File: src/rtl/pwm_pkg.sv
// Shared definitions for the complementary PWM / dead-time generator.
//   STATE_W     : width of the dead-time FSM state encoding
//   pwm_state_e : FSM states; pwm_hi is driven only in HI_ON and
//                 pwm_lo only in LO_ON, every other state drives both low.
package pwm_pkg;

  localparam int STATE_W = 3;

  typedef enum logic [STATE_W-1:0] {
    IDLE     = 3'd0,
    LO_ON    = 3'd1,
    DT_TO_HI = 3'd2,
    HI_ON    = 3'd3,
    DT_TO_LO = 3'd4
  } pwm_state_e;

endpackage

File: src/rtl/deadtime_fsm.sv
// Dead-time insertion FSM. Turns the registered compare result raw_q into a
// complementary output pair, with a programmable gap where both are low.
//   clk, rst   : clock, synchronous active-high reset
//   en         : 0 sends the FSM to IDLE on the next cycle (both outputs low)
//   raw_q      : registered "count < duty" compare, 1 = high side requested
//   dead_time  : gap length in cycles, sampled when a dead-time state is entered
//   pwm_hi     : high-side drive, only in HI_ON
//   pwm_lo     : low-side drive, only in LO_ON
//   state      : current state register, for debug/observation
module deadtime_fsm
  import pwm_pkg::*;
#(
  parameter int DT_W = 4
) (
  input  logic            clk,
  input  logic            rst,
  input  logic            en,
  input  logic            raw_q,
  input  logic [DT_W-1:0] dead_time,
  output logic            pwm_hi,
  output logic            pwm_lo,
  output pwm_state_e      state
);

  localparam logic [DT_W-1:0] DT_ONE  = {{(DT_W-1){1'b0}}, 1'b1};
  localparam logic [DT_W-1:0] DT_ZERO = '0;

  pwm_state_e      state_q, state_d;
  logic [DT_W-1:0] dt_cnt_q, dt_cnt_d;
  logic            dt_zero;

  assign dt_zero = (dead_time == DT_ZERO);

  // State register
  always_ff @(posedge clk) begin
    if (rst) begin
      state_q  <= IDLE;
      dt_cnt_q <= DT_ZERO;
    end else begin
      state_q  <= state_d;
      dt_cnt_q <= dt_cnt_d;
    end
  end

  // Next-state logic. Entering a dead-time state loads dead_time-1 so the
  // state lasts exactly dead_time cycles; dead_time==0 skips it entirely.
  // If raw_q reverts while waiting, the FSM falls back to the side it came
  // from without ever emitting the aborted pulse.
  always_comb begin
    state_d  = state_q;
    dt_cnt_d = dt_cnt_q;
    if (!en) begin
      state_d = IDLE;
    end else begin
      case (state_q)
        IDLE, LO_ON, HI_ON: begin
          // IDLE always passes through dead time, whichever side it starts on.
          if (raw_q && state_q != HI_ON) begin
            if (dt_zero) begin
              state_d = HI_ON;
            end else begin
              state_d  = DT_TO_HI;
              dt_cnt_d = dead_time - DT_ONE;
            end
          end else if (!raw_q && state_q != LO_ON) begin
            if (dt_zero) begin
              state_d = LO_ON;
            end else begin
              state_d  = DT_TO_LO;
              dt_cnt_d = dead_time - DT_ONE;
            end
          end
        end
        DT_TO_HI: begin
          if (!raw_q) begin
            state_d = LO_ON;
          end else if (dt_cnt_q == DT_ZERO) begin
            state_d = HI_ON;
          end else begin
            dt_cnt_d = dt_cnt_q - DT_ONE;
          end
        end
        DT_TO_LO: begin
          if (raw_q) begin
            state_d = HI_ON;
          end else if (dt_cnt_q == DT_ZERO) begin
            state_d = LO_ON;
          end else begin
            dt_cnt_d = dt_cnt_q - DT_ONE;
          end
        end
        default: state_d = IDLE;
      endcase
    end
  end

  // Outputs decoded from the state register only, so they cannot overlap.
  always_comb begin
    pwm_hi = (state_q == HI_ON);
    pwm_lo = (state_q == LO_ON);
    state  = state_q;
  end

endmodule

File: src/rtl/pwm_deadtime_gen.sv
// Complementary PWM generator with dead time, fed by an upstream
// free-running counter. Duty writes are double-buffered and take effect
// only at period boundaries.
//   clk, rst    : clock, synchronous active-high reset
//   en          : output enable, 0 forces both outputs low
//   count       : upstream counter value (N bits)
//   max_tick    : high on the last cycle of the counter period
//   duty        : requested high cycles per period (before dead time)
//   duty_valid  : duty write request
//   duty_ready  : buffer free; a write transfers when duty_valid && duty_ready
//   dead_time   : gap length in cycles (DT_W bits)
//   pwm_hi      : high-side drive
//   pwm_lo      : low-side drive
//   cycle_done  : one-cycle pulse the cycle after an enabled max_tick
//   dbg_state   : dead-time FSM state, for observation
//
// Handshake: a duty transfer happens on any rising edge where duty_valid and
// duty_ready are both high. duty_ready depends only on the buffer state, never
// on duty_valid; the producer must hold duty stable while waiting.
module pwm_deadtime_gen
  import pwm_pkg::*;
#(
  parameter int N    = 8,
  parameter int DT_W = 4
) (
  input  logic            clk,
  input  logic            rst,
  input  logic            en,
  input  logic [N-1:0]    count,
  input  logic            max_tick,
  input  logic [N-1:0]    duty,
  input  logic            duty_valid,
  output logic            duty_ready,
  input  logic [DT_W-1:0] dead_time,
  output logic            pwm_hi,
  output logic            pwm_lo,
  output logic            cycle_done,
  output pwm_state_e      dbg_state
);

  logic [N-1:0] active_duty;
  logic [N-1:0] pending;
  logic         pending_valid;
  logic         raw_q;
  logic         duty_fire;

  assign duty_ready = !pending_valid;
  assign duty_fire  = duty_valid && duty_ready;

  // The write and the boundary update are mutually exclusive: a write can
  // only land while the buffer is empty, so a write on a max_tick cycle is
  // held and applied at the following boundary.
  always_ff @(posedge clk) begin
    if (rst) begin
      active_duty   <= '0;
      pending       <= '0;
      pending_valid <= 1'b0;
      raw_q         <= 1'b0;
      cycle_done    <= 1'b0;
    end else begin
      if (duty_fire) begin
        pending       <= duty;
        pending_valid <= 1'b1;
      end else if (max_tick && en && pending_valid) begin
        active_duty   <= pending;
        pending_valid <= 1'b0;
      end
      // Unsigned compare: duty 0 never high, duty above max count always high.
      raw_q      <= en && (count < active_duty);
      cycle_done <= en && max_tick;
    end
  end

  deadtime_fsm #(
    .DT_W (DT_W)
  ) u_fsm (
    .clk       (clk),
    .rst       (rst),
    .en        (en),
    .raw_q     (raw_q),
    .dead_time (dead_time),
    .pwm_hi    (pwm_hi),
    .pwm_lo    (pwm_lo),
    .state     (dbg_state)
  );

endmodule

File: config.mk
export PLATFORM = sky130hd
export DESIGN_NAME = pwm_deadtime_gen
export DESIGN_NICKNAME = d
export VERILOG_FILES = /design/src/rtl/pwm_pkg.sv /design/src/rtl/deadtime_fsm.sv /design/src/rtl/pwm_deadtime_gen.sv
export SDC_FILE = /design/constraint.sdc
export NUM_CORES = 1
export LEC_CHECK = 0
export CAP_MARGIN = 25
export CORE_ASPECT_RATIO = 0.7
export CORE_MARGIN = 2
export CORE_UTILIZATION = 52
export DETAILED_ROUTE_END_ITERATION = 10
export PLACE_DENSITY = 0.83
export SYNTH_ARGS = -nofsm -noshare
export SYNTH_HDL_FRONTEND = slang
export SYNTH_SLANG_ARGS = --single-unit
File: constraint.sdc
create_clock -name clk -period 3.1 [get_ports clk]
set_clock_uncertainty 0.15 [all_clocks]
set_input_delay 0.775 -clock clk [delete_from_list [all_inputs] [get_ports clk]]
set_output_delay 0.775 -clock clk [all_outputs]
set_load 0.05 [all_outputs]
==> results.json <==
{
  "drv_cap": 0,
  "ys_seq_elements": 26,
  "slew_viol_final": 0,
  "routed_wirelength_mm": 3.110,
  "swShare_pct": 25.41,
  "grt-ovfl-total": 0,
  "grt_pass1_wl_mm": 4.892,
  "route.antenna.remaining_nets": 0,
  "criticalPathCategory": "reg2out",
  "cts_tree": "yes",
  "synth-compound-area-share_pct": 16.17,
  "drc": 0,
  "drt-initial-drc-count": 136,
  "cts_sinks": 26,
  "syn_inst": 154,
  "p_int_mw": 0.6068,
  "postCtsResizedCells": 0,
  "worstMarginPinSlew_ns": 0.5167,
  "postCtsHoldBufs": 0,
  "synth-adder-area-share_pct": 7.394,
  "synthFlopType": "dfxtp_1",
  "required_ns": 2.17,
  "status": "finished, final reports clean",
  "yosysTopAreaCell": "dfxtp_1",
  "rows": 15,
  "netlist_top_cells_count": "dfxtp_1 (26), nand2_1 (20), nor2_1 (15), a21oi_1 (13)",
  "synth_fp_nets": 187,
  "fin_cells": 218,
  "synth_area_mm2": 0.001354,
  "io-pin-count": 32,
  "clk_path_buf_depth": 2,
  "grt_max_degree": 18,
  "drive_above_1_share_pct": 10.33,
  "start_util_pct": 55.06,
  "post_synth_and_or_nand_nor_area_fraction_pct": 21.35,
  "dp_hpwl_mm": 2.366,
  "dp_cells": 214,
  "hold_viol": 0,
  "setup_viol": 0,
  "path_cells": "inv_1 > nor3b_2 > clkdlybuf4s50_1",
  "relSlewSlack_pct": 65.44,
  "syn_area_per_cell_um2": 8.791,
  "power.switching_mw": 0.2068,
  "synth_top_family_by_area": "simple AND/OR/NAND/NOR gates",
  "cts.clk_slew.worst_paths_ns": 0.09,
  "yosysTopAreaCellShare_pct": 38.45,
  "dieHeight_um": 46.69,
  "antenna_found_initial": 0,
  "track_usage_pct": 21.94,
  "design_area_mm2": 0.001765,
  "routedWlPerCell_um": 14.27,
  "maxClockFrequency_mhz": 339.3,
  "ys_seq_area_share_pct": 38.45,
  "fin_crit_sh_pct": 95.06,
  "core_area_mm2": 0.002459,
  "drt_first_pass_iters": 4,
  "synthTopCellsByArea": "dfxtp_1 (38%), mux2i_1 (8.9%), ha_1 (7.4%)",
  "synth_xor_area_share_pct": 1.201,
  "routabilityCongestion": 0.7924,
  "pwr-share-clk_pct": 34.4,
  "powerDensity_mw_per_mm2": 460.9,
  "cts_htree_levels": 1,
  "hp-class": "reg2reg",
  "portBuffers": 31,
  "placed_cell_area_mm2": 0.001694,
  "arrival_ns": 2.02,
  "clk_latency_ns": 0.27,
  "fill_cells": 188,
  "worstSetupStartpointType": "flop",
  "viasPerCell": 5.564,
  "seqPwrFrac_pct": 45.8,
  "synthDistinctLibCells": 39,
  "tns_ns": 0,
  "rsz0062_at_grt": "false",
  "power.leakage_nw": 0.6512,
  "die_w_um": 64.99,
  "path_max_fanout": 9,
  "grt_pass1_vias": 1069,
  "yosysMostFrequentCell": "dfxtp_1",
  "nets": 218,
  "synth_edf_count": 0,
  "syn2layout_area_growth_pct": 30.41,
  "finalCriticalPeriod_ns": 2.947,
  "vias": 1213,
  "cts_buffers": 3,
  "muxShareOfSynthArea_pct": 9.704,
  "peakVddDrop_v": 0.0002348,
  "worst_slack_ns": 0.1531,
  "slowest_delay_ns": 0.83,
  "worstSetupEndpointType": "primary output",
  "postCtsSetupBuffers": 0,
  "place_ws_ns": 0.2394,
  "die_area_mm2": 0.003034,
  "async_reset_ff_share_pct": 0,
  "comb_power_share_pct": 19.9,
  "synth_warnings": 0,
  "clock-root-buffer": "clkbuf_8",
  "hold_ws_ns": 0.3139,
  "cp_slowest_cell": "clkdlybuf4s50_1",
  "antenna_cells": 0
}
[per-layer routing]
layer / share of wire [%] / wire length [um] / vias up / track usage, %
li1: - / - / 599 / -
met1: 43 / 1333 / 551 / 27.61
met5: 0 / 0 / - / 0
met3: 6.9 / 216 / 11 / 5.134
met4: 2.6 / 82 / 0 / 8.936
met2: 47 / 1476 / 52 / 37.11
[flip-flops by register name, indices dropped and copies added (netlist names)]
register        count
u_fsm.dt_cnt_q      4
pending_valid       1
u_fsm.state         3
raw_q               1
cycle_done          1
active_duty         8
pending             8
[layout make-up]
| cell class | instances | area, um2 | share of cell area [%] |
|---|---|---|---|
| Multi-Input combinational cell | 109 | 760.7 | 43.09 |
| Sequential cell | 26 | 520.5 | 29.48 |
| Timing Repair Buffer | 33 | 325.3 | 18.43 |
| Inverter | 12 | 45.04 | 2.551 |
| Tap cell | 34 | 42.54 | 2.410 |
| Clock buffer | 3 | 41.29 | 2.339 |
| Clock inverter | 1 | 30.03 | 1.701 |
[layout by cell type (no fill, tap or decap), drive strengths merged, types with 2 or more instances in the layout]
| master | count |
|---|---|
| a31oi | 3 |
| mux2i | 12 |
| buf | 2 |
| nand2 | 20 |
| nor3 | 6 |
| clkbuf | 3 |
| dfxtp | 26 |
| and3 | 2 |
| nand3 | 3 |
| a21oi | 13 |
| ha | 8 |
| a2111oi | 2 |
| clkdlybuf4s50 | 31 |
| inv | 12 |
| a21o | 3 |
| o21ai | 3 |
| nor2 | 16 |
[stage by stage]
step / power, mW / util [%]
2_1_floorplan: 0.4757 / -
3_3_place_gp: 0.5304 / 68.91
3_5_place_dp: 0.5381 / 68.91
4_1_cts: 0.8182 / 71.81
5_1_grt: 0.8441 / 71.81
6_report: 0.8136 / 71.81
[critical path: cells and delay by family, from the launching register on]
family | cells | cell delay [ns]
buffers and inverters | 2 | 0.97
DFF | 1 | 0.53
and+or+nand+nor | 1 | 0.24
[power groups by stage]
stage                     Clock, mW  Sequential, mW  Combinational, mW
after detailed placement          0           0.379              0.159
after CTS                     0.285           0.372              0.161
after floorplan                   0           0.379             0.0967
after global routing          0.296           0.375              0.174
after global placement            0           0.377              0.153
final                         0.279           0.372              0.162
[cell families (layout without fill, tap and decap cells)]
family          after synthesis  after routing
compound gates               30             30
xor+xnor                      1              1
fa+ha+maj                     8              8
buf+inv                      19             49
flops                        26             26
mux                          13             13
simple gates                 57             57
[final timing paths]
kind | slack (ns) | end | depth (start not counted) | startpoint
worst max-delay path | 0.15 | pwm_hi | 3 | u_fsm.state[0]
worst min-delay path | 0.31 | active_duty[1] | 2 | active_duty[1]
worst max register to register | 0.69 | u_fsm.dt_cnt_q[2] | 7 | u_fsm.state[2]
worst min register to register | 0.31 | active_duty[1] | 2 | active_duty[1]
Power figures use the tool's default switching activity.
